$ cat config.mk
export PLATFORM = sky130hd
export DESIGN_NAME = serial_adder_flat
export DESIGN_NICKNAME = d
export VERILOG_FILES = /design/src/rtl/serial_adder_pkg.sv /design/src/rtl/serial_adder_if.sv /design/src/rtl/serial_adder_full_adder.sv /design/src/rtl/serial_adder.sv /design/src/flat_wrapper.sv
export SDC_FILE = /design/constraint.sdc
export NUM_CORES = 1
export LEC_CHECK = 0
export CORE_MARGIN = 8
export CORE_UTILIZATION = 50
export CTS_BUF_LIST = sky130_fd_sc_hd__clkbuf_2
export CTS_CLUSTER_SIZE = 16
export DETAILED_ROUTE_END_ITERATION = 8
export PLACE_DENSITY = 0.77
export RECOVER_POWER = 25
export SYNTH_ARGS = -nofsm -noshare
export SYNTH_HDL_FRONTEND = slang
export SYNTH_SLANG_ARGS = --single-unit
$ cat constraint.sdc
create_clock -name clk -period 1.6 [get_ports clk]
set_input_delay 0.32 -clock clk [delete_from_list [all_inputs] [get_ports clk]]
set_output_delay 0.32 -clock clk [all_outputs]
set_load 0.01 [all_outputs]
$ cat src/rtl/serial_adder_pkg.sv
// rtl/serial_adder_pkg.sv - shared types and defaults for the bit-serial adder
package serial_adder_pkg;

  typedef enum logic [1:0] {
    IDLE = 2'd0,
    ADD  = 2'd1,
    DONE = 2'd2
  } state_e;

  localparam int DEFAULT_WIDTH = 8;

endpackage

$ cat src/rtl/serial_adder_if.sv
// rtl/serial_adder_if.sv - start/operand/result handshake bundle of the serial adder
interface serial_adder_if
  import serial_adder_pkg::*;
#(
  parameter int WIDTH = DEFAULT_WIDTH
);
  logic             start;
  logic [WIDTH-1:0] a;
  logic [WIDTH-1:0] b;
  logic             cin;
  logic             busy;
  logic             done;
  logic [WIDTH-1:0] sum;
  logic             cout;

  modport master (output start, a, b, cin, input busy, done, sum, cout);
  modport slave  (input start, a, b, cin, output busy, done, sum, cout);
endinterface

$ cat src/rtl/serial_adder_full_adder.sv
// rtl/serial_adder_full_adder.sv - 1-bit full adder cell used for each serial bit step
module full_adder (
  input  logic a_i,
  input  logic b_i,
  input  logic c_i,
  output logic s_o,
  output logic c_o
);
  assign s_o = a_i ^ b_i ^ c_i;
  assign c_o = (a_i & b_i) | (c_i & (a_i ^ b_i));
endmodule

$ cat src/rtl/serial_adder.sv
// rtl/serial_adder.sv - bit-serial ripple adder, one bit per clock LSB first
module serial_adder
  import serial_adder_pkg::*;
#(
  parameter int WIDTH = DEFAULT_WIDTH
) (
  input  logic           clk,
  input  logic           rst,
  serial_adder_if.slave  bus
);
  localparam int CW = (WIDTH > 1) ? $clog2(WIDTH) : 1;

  state_e           state_q;
  logic [WIDTH-1:0] a_sh_q, b_sh_q, s_sh_q, s_sh_d;
  logic [WIDTH-1:0] sum_q;
  logic [CW-1:0]    cnt_q;
  logic             carry_q, cout_q, busy_q, done_q;
  logic             fa_s, fa_c;

  full_adder u_fa (
    .a_i (a_sh_q[0]),
    .b_i (b_sh_q[0]),
    .c_i (carry_q),
    .s_o (fa_s),
    .c_o (fa_c)
  );

  // Sum bits enter at the MSB so after WIDTH steps bit 0 sits at the LSB.
  always_comb begin
    s_sh_d            = s_sh_q >> 1;
    s_sh_d[WIDTH-1]   = fa_s;
  end

  always_ff @(posedge clk or posedge rst) begin
    if (rst) begin
      state_q <= IDLE;
      a_sh_q  <= '0;
      b_sh_q  <= '0;
      s_sh_q  <= '0;
      carry_q <= 1'b0;
      cnt_q   <= '0;
      sum_q   <= '0;
      cout_q  <= 1'b0;
      busy_q  <= 1'b0;
      done_q  <= 1'b0;
    end else begin
      done_q <= 1'b0;
      case (state_q)
        IDLE, DONE: begin
          if (bus.start) begin
            a_sh_q  <= bus.a;
            b_sh_q  <= bus.b;
            carry_q <= bus.cin;
            cnt_q   <= '0;
            state_q <= ADD;
            busy_q  <= 1'b1;
          end else begin
            state_q <= IDLE;
            busy_q  <= 1'b0;
          end
        end
        ADD: begin
          a_sh_q  <= a_sh_q >> 1;
          b_sh_q  <= b_sh_q >> 1;
          s_sh_q  <= s_sh_d;
          carry_q <= fa_c;
          cnt_q   <= cnt_q + CW'(1);
          if (cnt_q == CW'(WIDTH - 1)) begin
            sum_q   <= s_sh_d;
            cout_q  <= fa_c;
            state_q <= DONE;
            busy_q  <= 1'b0;
            done_q  <= 1'b1;
          end
        end
        default: begin
          state_q <= IDLE;
          busy_q  <= 1'b0;
        end
      endcase
    end
  end

  assign bus.busy = busy_q;
  assign bus.done = done_q;
  assign bus.sum  = sum_q;
  assign bus.cout = cout_q;

endmodule

$ cat src/flat_wrapper.sv
// flat-port wrapper written by rule: the top's interface ports become plain ports
module serial_adder_flat import serial_adder_pkg::*;
#(
  parameter int WIDTH = DEFAULT_WIDTH
)
  (clk, rst, bus_start, bus_a, bus_b, bus_cin, bus_busy, bus_done, bus_sum, bus_cout);
  serial_adder_if #(.WIDTH(WIDTH)) bus_i ();
  input  logic clk;
  input  logic rst;
  input wire logic [$bits(bus_i.start)-1:0] bus_start;
  input wire logic [$bits(bus_i.a)-1:0] bus_a;
  input wire logic [$bits(bus_i.b)-1:0] bus_b;
  input wire logic [$bits(bus_i.cin)-1:0] bus_cin;
  output wire logic [$bits(bus_i.busy)-1:0] bus_busy;
  output wire logic [$bits(bus_i.done)-1:0] bus_done;
  output wire logic [$bits(bus_i.sum)-1:0] bus_sum;
  output wire logic [$bits(bus_i.cout)-1:0] bus_cout;
  assign bus_i.start = bus_start;
  assign bus_i.a = bus_a;
  assign bus_i.b = bus_b;
  assign bus_i.cin = bus_cin;
  assign bus_busy = bus_i.busy;
  assign bus_done = bus_i.done;
  assign bus_sum = bus_i.sum;
  assign bus_cout = bus_i.cout;
  serial_adder #(.WIDTH(WIDTH)) u_core (.clk(clk), .rst(rst), .bus(bus_i));
endmodule
==> summary.txt, run 1 <==
Status
  – Status: finished, final reports clean

Place
  – Placer Congestion: approximately 0.74
  – HPWL after DPL: 2.59 mm
  – DP Area: 2180 µm²
  – Port Buffers: 30
  – Pre-CTS worst setup slack: 0.0615 ns

Detailed routing
  – DR top layer: met4
  – Via count: 1278
  – Antenna viol nets, final: 0
  – DRC: 0
  – Routed WL per cell: around 14 µm
  – Routed length on met3: between 150 and 200 µm
  – Initial DRC count: between 40 and 50
  – Routed metal-1 wirelength: 1.56 mm
  – Drt pass-1 iters: 4
  – DR WL met2: 1.86 mm
  – Routed WL: 3.59 mm
  – DR vias/cell: about 5.2

STA
  – Fin crit period: about 1.5 ns
  – Skew final: ~0.0073 ns
  – RSZ-0062 raised after global routing: no
  – Fin. max-slew vios: 0
  – Max_slew headroom: a little over a third
  – Least-Margin Pin Slew: a little under 1 ns
  – Final hold violations: 0
  – WHS: ~0.5 ns
  – Tcrit/Tclk final: between 90 and 100%
  – Setup TNS: 0 ns
  – Final WS setup: 0.143 ns
  – FMAX: 0.686 GHz
  – Final setup violation count: 0

Global route
  – First-pass GRT wire length: 6.20 mm
  – Grt ovf: 0
  – Tot GR Track Use: about 13%
  – Initial antenna violation count: 0
  – Largest net degree at the start of global routing: slightly above 40
  – Vias in the first global route: around 1400

Critical path
  – Critical path, cell by cell: ha_1 > ha_2 > nand2_8 > inv_4 > mux2_4
  – WP buf/inv: 1
  – Reg2reg start: u_core.cnt_q[0]
  – Worst R2R Setup Slack: between 0.1 and 0.15 ns
  – CP Capture Type: register
  – Setup Crit Path Kind: register to register
  – Reg-to-Reg End: u_core.bus.sum[1]
  – Max incr delay on CP: 0.43 ns
  – WP data required: 1.89 ns
  – Slowest stage cell, crit path: dfrtp_1
  – Startpoint Class: register
  – Crit path DAT: 1.75 ns
  – CP max FO: 7
  – Delay-heaviest family, CP: flip-flops
  – Worst r2r path cells: 5

Logic synthesis
  – Post-Syn Instances: 157
  – Cell variety after synth: 28
  – Asr flop ratio synth: 100%
  – Syn_area_per_cell: around 11 µm²
  – Seq cells post-synth: 40
  – Post-synth top flop: dfrtp_1
  – Synthesized net count: 180
  – Post-synth EDFFs: 0
  – Synthesized cell area: 1800 µm²
  – Seq/Total Area, Yosys: a little under three fifths
  – Yosys Warn Count: 0

Min path
  – WHS Path Cells: 2
  – WHS Endpoint: u_core.s_sh_q[1]
  – Worst Min Path Start: u_core.s_sh_q[1]
  – Worst Hold Class: register to register

Pwr
  – Leak pwr: 0.00106 µW
  – Pwr per Cell Area: 1780 nW/µm²
  – IR drop worst, VDD: 0.000702 V

Clocking
  – Clock sinks: 40
  – Root Buffer: clkbuf_2
  – Num CTS Buffers: 5
  – CTS max path bufs: 2
  – Hold-fix buffers, CTS: 0
  – Reg clk slew, reported paths: 0.19 ns
  – Clock Latency Late Sink: 0.37 ns
  – CTS H-tree lvls: 2
  – CTS tree: built

Final layout
  – Filler cell count: 313
  – Commonest non-fill, non-tap cells in the layout: dfrtp_1, nand2_1, clkdlybuf4s50_1
  – Diode count: 0
  – Commonest non-fill, non-tap cell in the layout: dfrtp_1
  – Fin util: between 60 and 70%
  – Nets: between 200 and 250
  – Share of cells above drive strength 1: 18.0%
  – Final instance area: ~2200 µm²
  – Area grow syn2layout: 24.4%

Run
  – Max-Cap Viols: 0

Die
  – Initial core utilization: 50.7%
  – CORE AREA: 3550 µm²
  – Die X: between 70 and 80 µm
  – Std-Cell Rows: 22
  – I/O Pins: 31
  – Die Y-Extent: 76.0 µm
  – Die area: 5780 µm²
==> layer usage <==
layer | vias up | GRT usage [%]
met5 | - | 0
met4 | 0 | 3.53
met3 | 2 | 4.60
met2 | 28 | 21.9
met1 | 621 | 14.6
li1 | 627 | -
==> cells in the mapped netlist, types with 2 or more instances <==
master / n / area [µm²]
nor2_1: 8 / 30.0
inv_1: 3 / 11.3
o22ai_1: 6 / 37.5
buf_2: 7 / 35.0
a22o_1: 4 / 35.0
o21ai_0: 2 / 10.0
mux2_4: 9 / 135
dfrtp_1: 40 / 1000
nand2_1: 23 / 86.3
mux2i_1: 8 / 80.1
nor3_1: 6 / 30.0
a21oi_1: 7 / 35.0
ha_1: 2 / 25.0
nor2b_1: 8 / 50.1
a22oi_1: 2 / 15.0
nand2b_1: 2 / 12.5
nand3_1: 3 / 15.0
a211oi_1: 7 / 52.6
==> sequential cells by signal (all words and copies together) (netlist names) <==
signal,flops
u_core.b_sh_q,8
u_core.bus.sum,8
u_core.carry_q,1
u_core.s_sh_q,7
u_core.bus.done,1
u_core.bus.cout,1
u_core.cnt_q,3
u_core.bus.busy,1
u_core.state_q,2
u_core.a_sh_q,8
==> cell type report <==
cell class | count | area, µm² | area share, %
sequential | 40 | 1000 | 44.6
timing repair buffer | 45 | 397 | 17.7
clock inverter | 3 | 13.8 | 0.614
multi-input combinational | 103 | 728 | 32.5
inverter | 4 | 17.5 | 0.781
clock buffer | 5 | 25.0 | 1.12
tap | 48 | 60.1 | 2.68
==> metrics by stage <==
stage	total power, µW	cells
finish	3990	248
global route	4320	248
floorplan	3020	157
global placement	3500	233
detailed placement	3600	233
CTS	4040	248
==> cell families (layout without fill, tap and decap cells) <==
logic type               count (synthesis)  in the layout  share of synthesized area (%)
adder cells (fa/ha/maj)                  3              3                           2.50
XOR/XNOR                                 1              1                          0.486
flip-flops                              40             40                           55.6
AND/OR/NAND/NOR                         52             52                           14.0
buffers and inverters                   14             57                           4.17
AO/OA/AOI/OAI                           29             29                           10.7
multiplexers                            18             18                           12.6
==> tightest hold or removal path: cells and delay by family, from the launching register on <==
kind,cells,cell delay (ns)
and+or+nand+nor,2,0.10
DFF,1,0.39
==> repair_timing <==
item	in CTS	in global routing
resized for setup	11	1
setup buffers	7	0
setup endpoints to repair	11	4
==> report_power, final <==
part	internal [µW]	switching, µW
logic	958	840
registers	1480	301
clock network	98.3	314
total	2530	1460
==> how the worst max path moves through the flow <==
stage | start | to | slack [ns] | depth (start not counted)
6_report | u_core.cnt_q[0] | u_core.bus.sum[1] | 0.14 | 5
2_1_floorplan | u_core.cnt_q[0] | u_core.bus.cout | 0.19 | 5
5_1_grt | u_core.cnt_q[0] | u_core.bus.sum[1] | 0.06 | 5
4_1_cts | u_core.cnt_q[0] | u_core.bus.sum[1] | 0.04 | 5
3_5_place_dp | bus_start | u_core.b_sh_q[4] | 0.06 | 5
3_3_place_gp | bus_start | u_core.b_sh_q[3] | 0.08 | 5
(Power assumes the default switching activity.)
==> inputs of run 2 (changes only) <==
--- a/config.mk
+++ b/config.mk
@@ -5,11 +5,13 @@
 export SDC_FILE = /design/constraint.sdc
 export NUM_CORES = 1
 export LEC_CHECK = 0
+export ABC_CLOCK_PERIOD_IN_PS = 1600
 export CORE_MARGIN = 8
 export CORE_UTILIZATION = 50
 export CTS_BUF_LIST = sky130_fd_sc_hd__clkbuf_2
 export CTS_CLUSTER_SIZE = 16
 export DETAILED_ROUTE_END_ITERATION = 8
+export GPL_TIMING_DRIVEN = 0
 export PLACE_DENSITY = 0.77
 export RECOVER_POWER = 25
 export SYNTH_ARGS = -nofsm -noshare
==> run 2 against run 1 <==
Net effect:
- combinational power grew 4%
- largest cell class unchanged
- cell count up 1.6%
- sequential share of layout area is 0.71 points lower
- global-route usage is 0.27 points higher
- largest power group unchanged
- die area did not move
==> summary.txt, run 2 (synthesis results as in run 1) <==
Status
  – Status: finished, final reports clean

STA
  – Tcrit/Tclk final: 94.0% (+2.9 points)
  – WHS: 0.498 ns (-0.00750 ns)
  – Skew final: 0.0117 ns (+0.00441 ns)
  – Fin. max-slew vios: 0 (unchanged)
  – Fin crit period: 1.50 ns (+0.0461 ns)
  – FMAX: 0.665 GHz (-3.1%)
  – Final setup violation count: 0 (unchanged)
  – Final hold violations: 0 (unchanged)
  – RSZ-0062 raised after global routing: no
  – Max_slew headroom: 46.5% (+11 points)
  – Least-Margin Pin Slew: 0.802 ns (-0.163 ns)

Final layout
  – Commonest non-fill, non-tap cell in the layout: dfrtp_1
  – Area occupied by multi-input gates: 726 µm² (-0.34%)
  – Diode count: 0 (unchanged)
  – Register area: 1000 µm² (unchanged)
  – Commonest non-fill, non-tap cells in the layout: dfrtp_1, nand2_1, clkdlybuf4s50_1
  – Share of cells above drive strength 1: 18.6% (+0.63 points)
  – Nets: 226 (+1.8%)
  – Area grow syn2layout: 26.5%
  – Filler cell count: 320 (+2.2%)
  – Final Instance Count excl. Fillers: 252 (+1.6%)

Clocking
  – Num CTS Buffers: 5 (unchanged)
  – Clock Latency Late Sink: 0.40 ns (+0.03 ns)
  – CTS H-tree lvls: 2 (unchanged)
  – Root Buffer: clkbuf_2
  – CTS max path bufs: 2 (unchanged)
  – CTS tree: built
  – Clock sinks: 40 (unchanged)
  – Reg clk slew, reported paths: 0.20 ns (about the same)

Global route
  – Initial antenna violation count: 0 (unchanged)
  – Tot GR Track Use: 13.1% (+0.27 points)
  – Largest net degree at the start of global routing: 41 (unchanged)
  – First-pass GRT wire length: 6.22 mm (+0.44%)
  – Vias in the first global route: 1403 (+3.2%)
  – Grt ovf: 0 (unchanged)

Die
  – Initial core utilization: 50.7% (unchanged)
  – Die X: 76.0 µm (unchanged)
  – Die area: 5780 µm² (unchanged)
  – I/O Pins: 31 (unchanged)
  – CORE AREA: 3550 µm² (unchanged)
  – Die Y-Extent: 76.0 µm (unchanged)
  – Std-Cell Rows: 22 (unchanged)

Place
  – HPWL after DPL: 2.61 mm (+0.90%)
  – Placed cell count: 235 (+0.86%)
  – Port Buffers: 30 (unchanged)
  – Placer Congestion: 0.734 (-0.14%)

Critical path
  – CP Capture Type: register
  – Reg2reg start: u_core.cnt_q[0]
  – CP max FO: 7 (unchanged)
  – Crit. Startpoint: u_core.cnt_q[0]
  – Crit path DAT: 1.81 ns (+0.06 ns)
  – Startpoint Class: register
  – WP data required: 1.91 ns (+0.02 ns)
  – Setup Crit Path Kind: register to register

Detailed routing
  – Via count: 1338 (+4.7%)
  – DR WL met2: 1.88 mm (+1.3%)
  – Routed WL per cell: 14.6 µm (+0.90%)
  – Routed length on met3: 221 µm (+36%)
  – DRC: 0 (unchanged)
  – Routed metal-1 wirelength: 1.52 mm (-2.2%)
  – DR vias/cell: 5.31 (+3.0%)
  – Drt pass-1 iters: 4 (unchanged)
  – Initial DRC count: 71 (+48%)
  – Antenna viol nets, final: 0 (unchanged)
  – Routed WL: 3.69 mm (+2.5%)
  – DR top layer: met4

Min path
  – Worst Hold Class: input pin to asynchronous set/reset pin

Run
  – Max-Cap Viols: 0 (unchanged)

Pwr
  – Leak pwr: 0.00108 µW (+2.0%)
  – Pwr Total: 4220 µW (+5.9%)
  – Pwr per Cell Area: 1850 nW/µm² (+4.2%)
  – IR drop worst, VDD: 0.000784 V (+12%)
-- run 2: worst paths after layout --
kind	end	slack (ns)	depth (start not counted)
max in group asynchronous	u_core.bus.busy	0.60	2
min reg2reg	u_core.s_sh_q[1]	0.51	2
max reg2reg	u_core.bus.sum[7]	0.1	5
max	u_core.bus.sum[7]	0.1	5
min in group clk	u_core.a_sh_q[4]	0.50	3
min	u_core.bus.sum[3]	0.50	2
-- run 2: cell type report --
cell class	count	area share, %
buffer	10	2.53
clock buffer	5	1.10
clock inverter	3	1.65
inverter	4	0.769
multi-input combinational	103	31.9
sequential	40	43.9
tap	48	2.64
timing repair buffer	39	15.5
-- run 2: metrics by stage --
stage / TNS (ns) / worst slack [ns] / cell area, µm² / util, %
after CTS: 0 / 0.0952 / 2280 / 64.2
after global placement: -18.15 / -0.427 / 2160 / 60.9
after floorplan: 0 / 0.189 / 1800 / -
after global routing: 0 / 0.0383 / 2280 / 64.2
final: 0 / 0.0967 / 2280 / 64.2
after detailed placement: -2.35 / -0.179 / 2160 / 60.9
-- run 2: where the power goes --
part           total [µW]  internal (µW)  switching, µW
logic                1870            998            871
registers            1770           1470            295
clock network         581            255            327
-- run 2: critical path: stages (launching register included) --
cell and delay (ns):
dfrtp_1 0.45, ha_1 0.21, ha_1 0.26, nand2_8 0.13
inv_4 0.06, mux2_4 0.29
-- run 2: per-layer routing --
metal | GRT usage, % | vias to the layer above
met5 | 0 | -
met3 | 5.66 | 8
li1 | - | 637
met4 | 4.71 | 0
met2 | 23.3 | 33
met1 | 13.1 | 660
-- run 2: what timing repair did --
| action | CTS | global route |
|---|---|---|
| setup buffers | 9 | 0 |
| hold buffers | 0 | 0 |
| gates resized for setup | 11 | 0 |
| setup endpoints to repair | 11 | 0 |
==> inputs of run 3 (changes only) <==
--- a/config.mk
+++ b/config.mk
@@ -7,12 +7,12 @@
 export LEC_CHECK = 0
 export ABC_CLOCK_PERIOD_IN_PS = 1600
 export CORE_MARGIN = 8
-export CORE_UTILIZATION = 50
+export CORE_UTILIZATION = 40
 export CTS_BUF_LIST = sky130_fd_sc_hd__clkbuf_2
 export CTS_CLUSTER_SIZE = 16
 export DETAILED_ROUTE_END_ITERATION = 8
 export GPL_TIMING_DRIVEN = 0
-export PLACE_DENSITY = 0.77
+export PLACE_DENSITY = 0.64
 export RECOVER_POWER = 25
 export SYNTH_ARGS = -nofsm -noshare
 export SYNTH_HDL_FRONTEND = slang
==> run 3 against run 2 <==
Net effect:
- setup slack improved by 0.021 ns
- critical path depth unchanged
- register-to-register slack improved by 0.02 ns
- sequential power about the same
- flip-flop and latch count unchanged
- via count decreased by 2.4%
- non-clock buffer count unchanged
==> summary.txt, run 3 (synthesis results as in run 1) <==
Status
  – Status: finished, final reports clean

STA
  – FMAX: 0.675 GHz (+1.4%)
  – Max_slew headroom: 46.1% (-0.42 points)
  – Skew final: 0.0235 ns (+0.0118 ns)
  – Fin crit period: 1.48 ns (-0.0213 ns)
  – Least-Margin Pin Slew: 0.808 ns (+0.00635 ns)
  – Final hold violations: 0 (unchanged)
  – Fin. max-slew vios: 0 (unchanged)
  – Final WS setup: 0.118 ns (+0.0213 ns)
  – Tcrit/Tclk final: 92.6% (-1.3 points)
  – RSZ-0062 raised after global routing: no
  – Final setup violation count: 0 (unchanged)

Clocking
  – Clock Latency Late Sink: 0.38 ns (-0.02 ns)
  – Reg clk slew, reported paths: 0.21 ns (about the same)
  – CTS max path bufs: 2 (unchanged)
  – CTS tree: built
  – Num CTS Buffers: 5 (unchanged)
  – CTS H-tree lvls: 2 (unchanged)
  – Clock sinks: 40 (unchanged)
  – Root Buffer: clkbuf_2
  – Hold-fix buffers, CTS: 0 (unchanged)

Place
  – Port Buffers: 30 (unchanged)
  – Placed cell count: 239 (+1.7%)
  – HPWL after DPL: 2.68 mm (+2.5%)
  – Placer Congestion: 0.737 (+0.33%)
  – Pre-CTS worst setup slack: -0.211 ns (-0.0317 ns)

Min path
  – WHS Path Cells: 3
  – Worst Hold Class: input pin to register

Critical path
  – Reg2reg start: u_core.cnt_q[0]
  – Crit. Startpoint: u_core.cnt_q[0]
  – Setup Crit Path Kind: register to register
  – Critical path depth: 5 (unchanged)
  – Delay-heaviest family, CP: adder cells
  – WP data required: 1.88 ns (-0.03 ns)
  – Reg-to-Reg End: u_core.bus.cout
  – Crit path DAT: 1.77 ns (-0.04 ns)
  – CP max FO: 7 (unchanged)
  – Critical path, cell by cell: ha_1 > ha_2 > nand2_8 > inv_4 > mux2_4
  – CP Capture Type: register
  – WP buf/inv: 1 (unchanged)
  – Worst r2r path cells: 5 (unchanged)
  – Slowest stage cell, crit path: dfrtp_1
  – Worst R2R Setup Slack: 0.12 ns (+0.02 ns)
  – Max incr delay on CP: 0.43 ns (-0.02 ns)
  – Startpoint Class: register
  – Critical Path End: u_core.bus.cout

Detailed routing
  – Drt pass-1 iters: 4 (unchanged)
  – Routed WL per cell: 14.8 µm (+1.5%)
  – Via count: 1306 (-2.4%)
  – DR vias/cell: 5.10 (-3.9%)
  – DRC: 0 (unchanged)
  – Routed WL: 3.80 mm (+3.1%)
  – Initial DRC count: 49 (-31%)
  – Antenna viol nets, final: 0 (unchanged)

Die
  – Initial core utilization: 41.4% (-9.4 points)
  – Std-Cell Rows: 24 (+9.1%)
  – Die X: 83.1 µm (+9.3%)
  – Die area: 6910 µm² (+20%)
  – CORE AREA: 4350 µm² (+23%)
  – I/O Pins: 31 (unchanged)
  – Die Y-Extent: 83.1 µm (+9.3%)

Final layout
  – Final Instance Count excl. Fillers: 256 (+1.6%)
  – Commonest non-fill, non-tap cell in the layout: dfrtp_1
  – Diode count: 0 (unchanged)
  – Filler cell count: 383 (+20%)
  – Share of cells above drive strength 1: 19.6% (+0.98 points)
  – Nets: 226 (unchanged)
  – Area grow syn2layout: 25.7%
  – Commonest non-fill, non-tap cells in the layout: dfrtp_1, nand2_1, clkdlybuf4s50_1

Pwr
  – Internal power: 2590 µW (-5.1%)
  – Clk network pwr share: 10.6% (-3.2 points)
  – Sw power: 1490 µW (about the same)
  – Combinational power share: 45.9% (+1.6 points)
  – IR drop worst, VDD: 0.000646 V (-18%)
  – Leak pwr: 0.00106 µW (-1.3%)
  – Reg power frac: 43.6% (+1.7 points)
  – Sw frac: 36.6% (+1.2 points)
  – Pwr per Cell Area: 1800 nW/µm² (-2.7%)

Global route
  – First-pass GRT wire length: 6.47 mm (+4.0%)
  – Grt peak-use layer: met2
  – Met3 Resource Use GR: 3.71% (-1.9 points)
  – Met1 usage: 13.8% (+0.71 points)
  – Initial antenna violation count: 0 (unchanged)
  – Vias in the first global route: 1370 (-2.4%)
  – Largest net degree at the start of global routing: 41 (unchanged)
  – Met2 GRT Util: 18.0% (-5.3 points)
  – Grt ovf: 0 (unchanged)
  – Tot GR Track Use: 11.1% (-1.9 points)

Run
  – Max-Cap Viols: 0 (unchanged)
## run 3: cell types whose count changed in the layout (fill, tap and decap cells not counted), sizes merged
cell | previous run | this run
clkbuf | 6 | 7
bufinv | 1 | 0
clkinv | 2 | 1
clkinvlp | 0 | 1
## run 3: metrics by stage
stage	area (µm²)	setup TNS, ns	hold slack, ns	utilization [%]	power [µW]
2_1_floorplan	1800	0	0.446	-	3020
3_3_place_gp	2170	-19.01	0.470	49.8	3540
3_5_place_dp	2170	-2.66	0.472	49.8	3630
4_1_cts	2260	0	0.401	52.0	4110
5_1_grt	2260	0	0.468	52.0	4400
6_report	2260	0	0.507	52.0	4080
## run 3: power groups by stage
stage	registers [µW]	logic, µW	clock network (µW)
after floorplan	1790	1230	0
after CTS	1770	1890	446
final	1780	1870	431
after global routing	1840	2070	497
after detailed placement	1810	1820	0
after global placement	1790	1760	0
## run 3: how the worst min path moves through the flow
stage,from,endpoint,slack [ns]
floorplan,u_core.s_sh_q[1],u_core.s_sh_q[1],0.45
CTS,rst,u_core.bus.sum[2],0.40
detailed placement,u_core.s_sh_q[1],u_core.s_sh_q[1],0.47
global route,bus_a[4],u_core.a_sh_q[4],0.47
finish,bus_a[1],u_core.a_sh_q[1],0.51
global placement,u_core.s_sh_q[1],u_core.s_sh_q[1],0.47
## run 3: area by class of cell
class	count	area, µm²	area share (%)
buffer	10	57.6	2.54
tap	52	65.1	2.87
multi-input combinational	103	728	32.2
clock buffer	6	30.0	1.33
clock inverter	2	11.3	0.497
inverter	4	17.5	0.773
timing repair buffer	39	354	15.6
sequential	40	1000	44.2
## run 3: what timing repair did
| item | 4_1_cts | 5_1_grt |
|---|---|---|
| buffers inserted | 9 | 0 |
| gates resized for setup | 11 | 1 |
| endpoints found under the setup margin | 11 | 3 |
## run 3: worst reg2reg max path, stage by stage (launching register included)
cell and delay, ns:
dfrtp_1 0.43, ha_1 0.19, ha_2 0.25, nand2_8 0.10, inv_4 0.11, mux2_4 0.30
## run 3: metal layers
metal	wire length (µm)	up-vias
met5	0	-
met4	27	0
met3	148	3
met2	1890	24
met1	1740	648
li1	-	631
